[src/rtl/stack_pkg.sv]
// Shared definitions for the data-stack controller: RAM stackOp encodings,
// controller FSM states and the stack depth derivation.
package stack_pkg;

    typedef enum logic [1:0] {
        OP_NOP  = 2'b00,
        OP_PUSH = 2'b01,
        OP_POP  = 2'b10,
        OP_PEEK = 2'b11
    } stackOp_e;

    typedef enum logic [1:0] {
        IDLE    = 2'b00,
        PUSH_WR = 2'b01,
        POP_RD  = 2'b10,
        POP_RSP = 2'b11
    } state_e;

    function automatic int depthOf(input int bits);
        return 1 << bits;
    endfunction

endpackage

[src/rtl/stack_controller_if.sv]
// Request/response handshake between the control unit (master) and the
// stack controller (slave): req_valid/req_ready/req_op/req_data, rsp_valid/rsp_data.
interface stack_controller_if #(
    parameter int DATA_WIDTH = 32
);
    logic                  req_valid;
    logic                  req_ready;
    logic [1:0]            req_op;
    logic [DATA_WIDTH-1:0] req_data;
    logic                  rsp_valid;
    logic [DATA_WIDTH-1:0] rsp_data;

    modport master (
        output req_valid, req_op, req_data,
        input  req_ready, rsp_valid, rsp_data
    );

    modport slave (
        input  req_valid, req_op, req_data,
        output req_ready, rsp_valid, rsp_data
    );
endinterface

[src/rtl/stack_ptr_counter.sv]
// Stack pointer register with increment/decrement and full/empty compare.
// Ports: clock, reset_n, inc, dec in; sp, full, empty out. SP saturates at 0..DEPTH.
module stack_ptr_counter
    import stack_pkg::*;
#(
    parameter int STACK_BITS = 12
) (
    input  logic              clock,
    input  logic              reset_n,
    input  logic              inc,
    input  logic              dec,
    output logic [STACK_BITS:0] sp,
    output logic              full,
    output logic              empty
);
    localparam logic [STACK_BITS:0] DEPTH_V =
        (STACK_BITS+1)'(depthOf(STACK_BITS));

    assign full  = (sp == DEPTH_V);
    assign empty = (sp == '0);

    // Guards keep SP from wrapping even if a caller misbehaves.
    always_ff @(posedge clock or negedge reset_n) begin
        if (!reset_n) begin
            sp <= '0;
        end else if (inc && !full) begin
            sp <= sp + 1'b1;
        end else if (dec && !empty) begin
            sp <= sp - 1'b1;
        end
    end
endmodule

[src/rtl/stack_controller.sv]
// Sequences the stack RAM: turns push/pop(/peek) requests into RAM stackPointer/stackOp/data.
// Ports: clock, reset_n, bus (slave handshake), mem_* RAM side, depth/full/empty, err_* pulses.
// Optional: define STACK_PEEK_EN to make req_op 11 a non-destructive PEEK (else NOP).
module stack_controller
    import stack_pkg::*;
#(
    parameter int DATA_WIDTH = 32,
    parameter int STACK_BITS = 12
) (
    input  logic                  clock,
    input  logic                  reset_n,
    stack_controller_if.slave     bus,
    output logic [DATA_WIDTH-1:0] mem_sp,
    output logic [1:0]            mem_op,
    output logic [DATA_WIDTH-1:0] mem_wdata,
    input  logic [DATA_WIDTH-1:0] mem_rdata,
    output logic [STACK_BITS:0]   depth,
    output logic                  full,
    output logic                  empty,
    output logic                  err_overflow,
    output logic                  err_underflow
);
    state_e              state;
    logic                isPeek;
    logic                pushReq;
    logic                popReq;
    logic                peekReq;
    logic [STACK_BITS:0] sp;

    stack_ptr_counter #(.STACK_BITS(STACK_BITS)) u_ptr (
        .clock   (clock),
        .reset_n (reset_n),
        .inc     (state == PUSH_WR),
        .dec     (state == POP_RSP && !isPeek),
        .sp      (sp),
        .full    (full),
        .empty   (empty)
    );

    assign depth         = sp;
    assign mem_sp        = DATA_WIDTH'(sp);
    assign bus.req_ready = (state == IDLE);

    always_comb begin
        peekReq = 1'b0;
`ifdef STACK_PEEK_EN
        peekReq = bus.req_valid && (bus.req_op == OP_PEEK);
`endif
        pushReq = bus.req_valid && (bus.req_op == OP_PUSH);
        popReq  = (bus.req_valid && (bus.req_op == OP_POP)) || peekReq;
    end

    // mem_op is cleared asynchronously so a pending PUSH_WR write never lands.
    always_ff @(posedge clock or negedge reset_n) begin
        if (!reset_n) begin
            state         <= IDLE;
            isPeek        <= 1'b0;
            mem_op        <= OP_NOP;
            mem_wdata     <= '0;
            bus.rsp_valid <= 1'b0;
            bus.rsp_data  <= '0;
            err_overflow  <= 1'b0;
            err_underflow <= 1'b0;
        end else begin
            bus.rsp_valid <= 1'b0;
            err_overflow  <= 1'b0;
            err_underflow <= 1'b0;
            unique case (state)
                IDLE: begin
                    unique case (1'b1)
                        pushReq: begin
                            if (full) begin
                                err_overflow <= 1'b1;
                            end else begin
                                mem_wdata <= bus.req_data;
                                mem_op    <= OP_PUSH;
                                state     <= PUSH_WR;
                            end
                        end
                        popReq: begin
                            if (empty) begin
                                bus.rsp_valid <= 1'b1;
                                bus.rsp_data  <= '0;
                                err_underflow <= 1'b1;
                            end else begin
                                isPeek <= peekReq;
                                mem_op <= OP_POP;
                                state  <= POP_RD;
                            end
                        end
                        default: ;
                    endcase
                end
                PUSH_WR: begin
                    mem_op <= OP_NOP;
                    state  <= IDLE;
                end
                // RAM registers STACK[SP-1] at the end of this cycle.
                POP_RD: begin
                    state <= POP_RSP;
                end
                // mem_op stays POP here so the RAM output is not gated.
                POP_RSP: begin
                    bus.rsp_data  <= mem_rdata;
                    bus.rsp_valid <= 1'b1;
                    mem_op        <= OP_NOP;
                    state         <= IDLE;
                end
                default: state <= IDLE;
            endcase
        end
    end
endmodule

[src/flat_wrapper.sv]
// flat-port wrapper written by rule: the top's interface ports become plain ports
module stack_controller_flat import stack_pkg::*;
#(
    parameter int DATA_WIDTH = 32,
    parameter int STACK_BITS = 12
)
  (clock, reset_n, mem_sp, mem_op, mem_wdata, mem_rdata, depth, full, empty, err_overflow, err_underflow, bus_req_valid, bus_req_op, bus_req_data, bus_req_ready, bus_rsp_valid, bus_rsp_data);
  stack_controller_if #(.DATA_WIDTH(DATA_WIDTH)) bus_i ();
  input  logic clock;
  input  logic reset_n;
  output logic [DATA_WIDTH-1:0] mem_sp;
  output logic [1:0] mem_op;
  output logic [DATA_WIDTH-1:0] mem_wdata;
  input  logic [DATA_WIDTH-1:0] mem_rdata;
  output logic [STACK_BITS:0] depth;
  output logic full;
  output logic empty;
  output logic err_overflow;
  output logic err_underflow;
  input wire logic [$bits(bus_i.req_valid)-1:0] bus_req_valid;
  input wire logic [$bits(bus_i.req_op)-1:0] bus_req_op;
  input wire logic [$bits(bus_i.req_data)-1:0] bus_req_data;
  output wire logic [$bits(bus_i.req_ready)-1:0] bus_req_ready;
  output wire logic [$bits(bus_i.rsp_valid)-1:0] bus_rsp_valid;
  output wire logic [$bits(bus_i.rsp_data)-1:0] bus_rsp_data;
  assign bus_i.req_valid = bus_req_valid;
  assign bus_i.req_op = bus_req_op;
  assign bus_i.req_data = bus_req_data;
  assign bus_req_ready = bus_i.req_ready;
  assign bus_rsp_valid = bus_i.rsp_valid;
  assign bus_rsp_data = bus_i.rsp_data;
  stack_controller #(.DATA_WIDTH(DATA_WIDTH), .STACK_BITS(STACK_BITS)) u_core (.clock(clock), .reset_n(reset_n), .bus(bus_i), .mem_sp(mem_sp), .mem_op(mem_op), .mem_wdata(mem_wdata), .mem_rdata(mem_rdata), .depth(depth), .full(full), .empty(empty), .err_overflow(err_overflow), .err_underflow(err_underflow));
endmodule
[config.mk]
export PLATFORM = sky130hd
export DESIGN_NAME = stack_controller_flat
export DESIGN_NICKNAME = d
export VERILOG_FILES = /design/src/rtl/stack_pkg.sv /design/src/rtl/stack_controller_if.sv /design/src/rtl/stack_ptr_counter.sv /design/src/rtl/stack_controller.sv /design/src/flat_wrapper.sv
export SDC_FILE = /design/constraint.sdc
export NUM_CORES = 1
export LEC_CHECK = 0
export BUFFER_PORTS_ARGS = -buffer_cell sky130_fd_sc_hd__buf_2
export CELL_PAD_IN_SITES_DETAIL_PLACEMENT = 0
export CELL_PAD_IN_SITES_GLOBAL_PLACEMENT = 1
export CORE_MARGIN = 2
export CORE_UTILIZATION = 39
export CTS_BUF_LIST = sky130_fd_sc_hd__clkbuf_8 sky130_fd_sc_hd__clkbuf_16
export DETAILED_ROUTE_END_ITERATION = 10
export GPL_TIMING_DRIVEN = 0
export PLACE_DENSITY_LB_ADDON = 0.3
export SYNTH_ARGS = -nofsm -noshare
export SYNTH_HDL_FRONTEND = slang
export SYNTH_SLANG_ARGS = --single-unit
[constraint.sdc]
create_clock -name clock -period 4.6 [get_ports clock]
set_input_delay 0.69 -clock clock [delete_from_list [all_inputs] [get_ports clock]]
set_output_delay 0.69 -clock clock [all_outputs]
set_load 0.1 [all_outputs]
* Word-level counts from Yosys, hierarchy flattened
Cells that the tools add are included.
** Storage, ports and cells
- Register bits after elaboration :: 84
- Input bits :: 69
- Output and inout bits :: 117
** Operators by class
- Add/sub/neg operators :: 2
- Equality and inequality tests :: 11
- Muxes and demuxes :: 17
- Bitwise gates (word level) :: 1
- Reduce and logical (&&, ||, !) cells :: 16
** Operators with widths (number)
- two-way mux 32 bit :: 2
- one-hot mux 32 bit (2 select lines) :: 1
- two-way mux 13 bit :: 2
- adder 13 x 1 -> 13 bit, second input constant :: 1
- equality test 13 bit, second input constant :: 1
- zero test 13 bit :: 1
- subtractor 13 x 1 -> 13 bit, second input constant :: 1
- AND reduction 3 bit :: 3
- one-hot mux 2 bit (2 select lines) :: 2
- equality test 2 bit, second input constant :: 3
- two-way mux 1 bit :: 6
- != test 3 bit, second input constant :: 2
- one-hot mux 2 bit (3 select lines) :: 1
- nonzero test 2 bit :: 3
- equality test 2 x 1 -> 1 bit, second input constant :: 2
- logical AND 1 bit :: 4
- two-way mux 2 bit :: 2
- != test 2 x 1 -> 1 bit, second input constant :: 2
- AND reduction 4 bit :: 1
- != test 3 x 1 -> 1 bit, second input constant :: 1
- zero test 1 bit :: 2
- zero test 2 bit :: 1
- one-hot mux 1 bit (2 select lines) :: 1
- OR reduction 2 bit :: 1
- inverter 1 bit :: 1

* Longest topological paths before layout
Gate-level depths: netlist of the first run.
- Depth after elaboration :: 5
- Gate-level depth with buffers :: 11

* Cells and area by module
From an unflattened synthesis of the first run, not the netlist that was laid out.
** Unflattened totals
- Cell total of the unflattened synthesis :: 346
- Area, all modules :: 4334.2 µm²
** Modules (own cells, without submodules)
- stack_controller :: times used 1, cells an instance 215, area each 3199.3 µm², sequential area each 1776.7 µm²
- stack_ptr_counter :: times used 1, cells an instance 131, area each 1134.8 µm², sequential area each 325.3 µm²

* Worst setup path before layout of the first run
No wires, ideal clock.
- Kind :: register to register
- Start :: register u_core.u_ptr.sp[0]
- End :: register u_core.u_ptr.sp[12]
- Arrival :: 3.325 ns
- Data required time :: 4.476 ns
- Path slack :: 1.152 ns
- Stages on the path, launching flop included :: 12
- Period minus slack after synthesis :: 3.448 ns
- Path through :: dfrtp_1 > nor4_4 > nand4_1 > nand2_1 > ha_1 > clkbuf_1 > a21oi_1 > o22ai_1 > o21a_1 > a311oi_2 > mux2i_1 > o2bb2ai_1
** On the way
- Word-level cells in the longest chain between the ends :: 4
- Elaborated cells between the ends (all ways) :: 11
- Classes of those cells :: add/sub: 2; eq/ne: 1; mux: 2; reduce/logical: 6
** RTL lines
- from (decl) :: line stack_ptr_counter.sv:12 : output logic [STACK_BITS:0] sp,
- from (signal assigned) :: line stack_ptr_counter.sv:27 : sp <= sp + 1'b1;
- from (signal assigned) :: line stack_ptr_counter.sv:29 : sp <= sp - 1'b1;
- parallel branches: the longest is 4 deep, another holds subtractor 13 x 1 -> 13 bit
Parallel ways; which one is timed is not known. The select of a mux whose other input is x is not followed.
A chain may end at the register's enable or synchronous reset.

* Worst setup path in the final report of the first run
- Start :: register u_core.u_ptr.sp[10]
- End :: register u_core.u_ptr.sp[12]
Same word-level chain as after synthesis.

==> results of run 1 <==
==> flip-flops by register name, summed over array words and instances, names as in the netlist <==
| signal | count |
|---|---|
| u_core.state | 2 |
| u_core.err_overflow | 1 |
| u_core.bus.rsp_valid | 1 |
| u_core.mem_wdata | 32 |
| u_core.u_ptr.sp | 13 |
| u_core.mem_op | 2 |
| u_core.err_underflow | 1 |
| u_core.bus.rsp_data | 32 |
==> path summary, 6_finish.rpt <==
path / from / end / cells past startpoint
min reg2reg: u_core.bus.rsp_data[8] / u_core.bus.rsp_data[8] / 2
max reg2reg: u_core.u_ptr.sp[10] / u_core.u_ptr.sp[12] / 11
min in group clock: u_core.bus.rsp_data[8] / u_core.bus.rsp_data[8] / 2
max in group asynchronous: reset_n / u_core.mem_wdata[30] / 2
min: reset_n / u_core.err_underflow / 1
max: u_core.u_ptr.sp[10] / u_core.u_ptr.sp[12] / 11
==> through the flow <==
step,hold slack (ps),setup slack [ps]
final,329,1060
after global routing,353,825
after CTS,330,1080
after detailed placement,460,1120
after global placement,454,1190
after floorplan,394,1150
==> cells in the final DEF (no fill, tap or decap), types with 6 or more instances in the layout <==
master / n
nor2_1: 9
a21o_1: 7
ha_1: 17
mux2_2: 33
dfrtp_1: 84
clkbuf_1: 6
buf_6: 7
conb_1: 19
o21ai_0: 16
o21ai_2: 28
a21oi_1: 10
buf_2: 169
clkbuf_8: 10
nand2_1: 85
buf_4: 33
==> critical path, delay by kind of cell (launching register included) <==
| kind | cells | cell delay, ps |
|---|---|---|
| and+or+nand+nor | 3 | 1190 |
| DFF | 1 | 480 |
| buffers and inverters | 1 | 200 |
| muxes | 1 | 240 |
| AOI/OAI and AO/OA | 5 | 930 |
| adders and majority gates | 1 | 350 |
==> cell families after synthesis <==
| family | Yosys count | synth area share [%] |
|---|---|---|
| buffers and inverters | 55 | 8.86 |
| multiplexers | 35 | 9.01 |
| flip-flops | 84 | 48.3 |
| AO/OA/AOI/OAI | 80 | 13.3 |
| other | 1 | 0.0862 |
| XOR/XNOR | 10 | 2.01 |
| AND/OR/NAND/NOR | 120 | 13.0 |
| adder cells (fa/ha/maj) | 18 | 5.35 |
==> routing by layer <==
layer  track usage (%)  vias to the layer above
met4              7.87                        0
met5                 0                        -
met1              22.9                     1646
li1                  -                     1722
met3              3.20                       18
met2              28.6                      106
==> final cells by class <==
class | instances | area, µm²
tap | 140 | 175
buffer | 49 | 362
sequential | 84 | 2100
multi-input combinational | 282 | 1930
clock inverter | 6 | 96.3
clock buffer | 10 | 138
timing repair buffer | 167 | 853
fill | 1032 | 5160
inverter | 6 | 23.8
==> results.md, run 1 <==
* Status: finished clean
* Largest net degree at the start of global routing at 45
* Leading area contributor after synthesis: dfrtp_1
* Post-synthesis area per instance at 10.8 µm²
* Leading cell types by total area after synthesis: dfrtp_1 (48%), mux2_2 (8.5%), nand2_1 (7.3%)
* Total die area at about 0.012 mm²
* CTS tree: done
* Placed Instances at 728
* Core box area at around 0.011 mm²
* Minimum clock period at 3540 ps
* Yosys reg bits at 84
* Count of final max-slew check failures at 0
* Critical path type: reg2reg
* # Post-CTS Setup Buffers at 0
* CTS Buffer Depth at 2
* Port Buffers at ~170
* Max capacitance violation total at 0
* Final nets at between 600 and 700
* Root Buffer: clkbuf_8
* P&R area growth vs syn at 30.6%
* Yosys cell types at 47
* Share of the cycle needed by the critical path after routing at between 70 and 80%
* RSZ-0062 raised after global routing: no
* Slew margin rel. at ~58%
* Skew-Pair Late Insertion Delay at 370 ps
* H-tree lvl count at 3
* Die Y at approximately 110 µm
* Initial antenna violation count at 0
* Final cell count without fillers at around 740
* Top layer in use: met4
* Via count at ~3.5k
* Arr. time, crit path at between 3000 and 4000 ps
* Critical path endpoint category: flip-flop
* Final instance area at between 0.005 and 0.006 mm²
* Sequential-to-total area share from yosys stat at roughly half
* Gr usage total at 17.6%
* Post-synth top cells: nand2_1 (85), dfrtp_1 (84), mux2_2 (33)
* Layout Skew at approximately 12 ps
* Die W at 110 µm
* Total global routing overflow at 0
* Worst slew pin tran at about 630 ps
* Starting density of the core at around 40%
* Critical path data required time at 4840 ps
* Count leader, synth: nand2_1
* Diodes inserted at 0
* Final Hold Fails at 0
* Setup-failing EPs final at 0
* TritonRoute pass-1 iters at 4
* Crit-path cells: nor4_4, nand4_1, nand2_1, ha_1, clkbuf_1, a21oi_1, o22ai_1, o21a_1, a311oi_2, mux2i_1, o2bb2ai_1
* PostCTS Resize Cnt at 0
* Synth Flop Type: dfrtp_1
* Top-area cell type share of the netlist area at between 40% and 50%
* First-pass GRT wire length at roughly 16 mm
* Metal3 WL at between 600 and 700 µm
* Worst hold path class: in2async
* Vias in the first global route at between 3k and 4k
* CTS Buf Count at 9
* Drt wl/cell at 14.3 µm
* Number of hold buffers added after cts at 0
* Critical path's slowest cell: nand2_1
* HPWL after DPL at 8.03 mm
* Routability Congestion at about 0.84
* DR iter-0 viols at 170
* Reg2Reg Setup Slack at 1060 ps
* Finished Core Util at approximately 52%
* M1 wire length at ~4.6 mm
* Wirelength, routed at approximately 11 mm
* Startpoint Class: flip-flop
* Post-route setup TNS at 0 ps
* Residual DRC at 0
* Placed Area at between 0.005 and 0.006 mm²
* Slowest stage delay, CP at between 500 and 600 ps
* Critical-path maximum fanout at 16
* CTS clock-pin slew for the worst setup and hold paths at around 90 ps
* Post-synthesis instance total at 403
* Vias per cell at around 4.7
* Ys async rst share at between 90% and 100%
* Routed wl met2 at between 5 and 6 mm
* CTS sink count at 84
* Std-Cell Rows at 38
* Antenna Violating Nets Remaining at 0
* Mapped Area at about 0.0043 mm²
* Share of cells above drive strength 1 at 49.0%
* Post-synth EDFFs at 0
* Top achievable clock speed at approximately 280 MHz
* I/O Pins at 186
* Ys Warns at 0
Power of run 1 is not shown: default switching activity piles up to over one toggle a cycle in this logic, so the estimate is an artifact.
==> run 2: changes to the inputs <==
- ABC_AREA: not set -> 1
- CORE_UTILIZATION: 39 -> 35
- clock period: 4.6 -> 3.5 ns (I/O delays scaled with it)
==> results.md, run 2 <==
* PostCTS Resize Cnt at 0 (unchanged)
* Arr. time, crit path at 2910 ps (was 3780 ps)
* H-tree lvl count at 3 (unchanged)
* Leading cell types by total area after synthesis: dfrtp_1 (47%), nand2_1 (8.9%), nand3_1 (5.8%) (was dfrtp_1 (48%), mux2_2 (8.5%), nand2_1 (7.3%))
* Gr usage total at 16.1% (was 17.6%)
* Critical path data required time at 3740 ps (was 4840 ps)
* Synth Flop Type: dfrtp_1 (unchanged)
* Post-synthesis area per instance at 9.42 µm² (was 10.8 µm²)
* Die W at 117 µm (was 110 µm)
* Residual DRC at 0 (unchanged)
* Port Buffers at 166 (unchanged)
* Synth Area in Compound Gates at 6.74% (was 13.3%)
* Total global routing overflow at 0 (unchanged)
* Via count at 3843 (was 3492)
* Minimum clock period at 2670 ps (was 3540 ps)
* RSZ-0062 raised after global routing: no (unchanged)
* Commonest cells after routing, fill and taps aside: buf_2 (166), nand2_1 (107), dfrtp_1 (84), nand3_1 (52), o21ai_0 (35) (was buf_2 (169), nand2_1 (85), dfrtp_1 (84), mux2_2 (33), buf_4 (33))
* HPWL after DPL at 8.49 mm (was 8.03 mm)
* Mapped Area at 0.00449 mm² (was 0.00435 mm²)
* Most numerous cell on the critical path: nand2_1
* I/O Pins at 186 (unchanged)
* Count of final max-slew check failures at 0 (unchanged)
* Met2 GRT Util at 27.7% (was 28.6%)
* Share of cells above drive strength 1 at 41.2% (was 49.0%)
* CP Buf/Inv Count at 0 (was 1)
* Max capacitance violation total at 0 (unchanged)
* Top achievable clock speed at 375 MHz (was 282 MHz)
* Number of hold buffers added after cts at 0 (unchanged)
* Skew-Pair Late Insertion Delay at 340 ps (was 370 ps)
* Share of the cycle needed by the critical path after routing at 76.2% (was 77.0%)
* Post-route setup TNS at 0 ps (unchanged)
* Vias in the first global route at 3667 (was 3330)
* Slew margin rel. at 62.0% (was 57.7%)
* Yosys cell types at 35 (was 47)
* Area share of fa/ha/maj cells after synthesis at 5.18% (was 5.35%)
* Crit-path cells: nor2_2, nand2_2, nor2_4, nand2_4, nand2_2, ha_1, a21oi_1, o21ai_0, nand2_1, nand2_1, xor2_1, nand2_1, nand2_1 (was nor4_4, nand4_1, nand2_1, ha_1, clkbuf_1, a21oi_1, o22ai_1, o21a_1, a311oi_2, mux2i_1, o2bb2ai_1)
* CTS sink count at 84 (unchanged)
* Core box area at 0.0126 mm² (was 0.0108 mm²)
* Top Registers: u_core.bus.rsp_data: 32 flops, u_core.mem_wdata: 32 flops, u_core.u_ptr.sp: 13 flops (unchanged)
* Wirelength, routed at 11.2 mm (was 10.6 mm)
* Vias per cell at 4.52 (was 4.69)
* Diodes inserted at 0 (unchanged)
* Startpoint Class: flip-flop (unchanged)
* TritonRoute pass-1 iters at 4 (unchanged)
* Simple-Gate Fraction of Synth Area at 20.1% (was 13.0%)
* GR Util met1 at 19.4% (was 22.9%)
* Post-synth top cells: nand2_1 (107), dfrtp_1 (84), nand3_1 (52) (was nand2_1 (85), dfrtp_1 (84), mux2_2 (33))
* Starting density of the core at 35.7% (was 40.1%)
* # fillers at 1259 (was 1032)
* CTS Buffer Depth at 2 (unchanged)
* CP top delay family: simple AND/OR/NAND/NOR gates (unchanged)
* CTS tree: done (unchanged)
* Layout Skew at 8.90 ps (was 12.1 ps)
* Root Buffer: clkbuf_16 (was clkbuf_8)
* Worst slew pin tran at 570 ps (was 632 ps)
* Critical-path maximum fanout at 15 (was 16)
* Post-synthesis instance total at 477 (was 403)
* Sequential-to-total area share from yosys stat at 46.8% (was 48.3%)
* Proportion of synthesized area in mux cells at 8.86% (was 9.01%)
* Post-synth EDFFs at 0 (unchanged)
* GR peak layer: met2 (unchanged)
* P&R area growth vs syn at 32.2% (was 30.6%)
* Placed Area at 0.00563 mm² (was 0.00544 mm²)
* Most common cell after layout, fill and taps aside: buf_2 (unchanged)
* First-pass GRT wire length at 17.2 mm (was 16.3 mm)
* Ys Warns at 0 (unchanged)
* Die Y at 117 µm (was 110 µm)
* Status: finished clean (unchanged)
* Worst hold path class: in2async (unchanged)
* Drt wl/cell at 13.2 µm (was 14.3 µm)
* Leading area contributor after synthesis: dfrtp_1 (unchanged)
* Critical path type: reg2reg (unchanged)
* Critical path endpoint category: flip-flop (unchanged)
* Xor/xnor cell area share of the yosys netlist at 1.17% (was 2.01%)
* Finished Core Util at 47.2% (was 52.4%)
* Ys async rst share at 100% (unchanged)
* Largest family of logic cells by synthesized area: simple AND/OR/NAND/NOR gates (was compound AO/OA/AOI/OAI gates)
* Setup-failing EPs final at 0 (unchanged)
* Slowest stage delay, CP at 510 ps (was 550 ps)
* CTS Buf Count at 9 (unchanged)
* Final instance area at 0.00594 mm² (was 0.00568 mm²)
* DR iter-0 viols at 123 (was 170)
* Top-area cell type share of the netlist area at 46.8% (was 48.3%)
* Routability Congestion at 0.811 (was 0.844)
* # Post-CTS Setup Buffers at 0 (unchanged)
* Critical path's slowest cell: dfrtp_1 (was nand2_1)
* Largest net degree at the start of global routing at 44 (was 45)
* Total die area at 0.0138 mm² (was 0.0120 mm²)
* Yosys reg bits at 84 (unchanged)
* Initial antenna violation count at 0 (unchanged)
* Antenna Violating Nets Remaining at 0 (unchanged)
* Final Hold Fails at 0 (unchanged)
* Met3 Use GR at 4.53% (was 3.20%)
* Std-Cell Rows at 41 (was 38)
* CTS clock-pin slew for the worst setup and hold paths at 70 ps (was 90 ps)
* Final nets at 760 (was 686)
* Count leader, synth: nand2_1 (unchanged)
==> run 2: changes by cell type after synthesis, sizes merged, moves of 3 or more <==
cell	previous run	this run
and3	3	0
o21bai	1	4
nor4	4	0
o21ai	48	40
inv	5	25
a21oi	11	7
a21o	7	1
nor2b	3	0
nand3	5	52
nand2	85	113
nand2b	3	0
nor2	9	34
==> run 2: area by class of cell <==
| type | instances | area, µm² | share of cell area, % |
|---|---|---|---|
| inverters | 26 | 103 | 1.73 |
| flip-flops and latches | 84 | 2100 | 35.4 |
| plain buffers | 50 | 394 | 6.64 |
| clock buffers | 9 | 225 | 3.79 |
| well taps | 172 | 215 | 3.62 |
| multi-input cells | 335 | 1960 | 33.0 |
| repair buffers | 167 | 853 | 14.4 |
| clock inverters | 7 | 85.1 | 1.43 |
==> run 2: cells by family (layout without fill, tap and decap cells) <==
kind of cell / count (synthesis) / count (layout)
xor+xnor: 6 / 6
mux: 32 / 32
buf+inv: 76 / 259
other cells: 1 / 19
simple gates: 204 / 204
fa+ha+maj: 18 / 18
compound gates: 56 / 56
flops: 84 / 84
==> run 2: worst register-to-register path, stage by stage, from the launching register on <==
cell     delay (ps)
dfrtp_1         510
nor2_2          170
nand2_2          80
nor2_4          190
nand2_4         100
nand2_2         310
ha_1            370
a21oi_1         210
o21ai_0         210
nand2_1         110
nand2_1          60
xor2_1          150
nand2_1          60
nand2_1          50
==> run 2: final timing paths <==
check	from	to	slack [ps]	cells past startpoint
max	u_core.u_ptr.sp[0]	u_core.u_ptr.sp[7]	830	13
min reg2reg	u_core.mem_op[1]	u_core.mem_op[1]	480	2
min	reset_n	u_core.mem_wdata[9]	170	1
min in group clock	bus_req_data[20]	u_core.mem_wdata[20]	390	2
max reg2reg	u_core.u_ptr.sp[0]	u_core.u_ptr.sp[7]	830	13
max in group asynchronous	reset_n	u_core.u_ptr.sp[2]	2700	2
==> run 2: per-stage QoR <==
stage	hold slack [ps]	instances	setup slack [ps]
after floorplan	229	495	722
after global placement	458	833	871
after detailed placement	463	834	790
after CTS	186	850	785
after global routing	199	850	577
final	168	850	832
==> run 2: routing by layer <==
layer / share of wire (%) / vias up / wire length [µm]
met4: 1.5 / 0 / 164
met1: 43 / 1813 / 4840
met5: 0 / - / 0
met2: 50 / 108 / 5610
met3: 5.5 / 15 / 612
li1: - / 1907 / -
Power of run 2 is left out for the same reason.
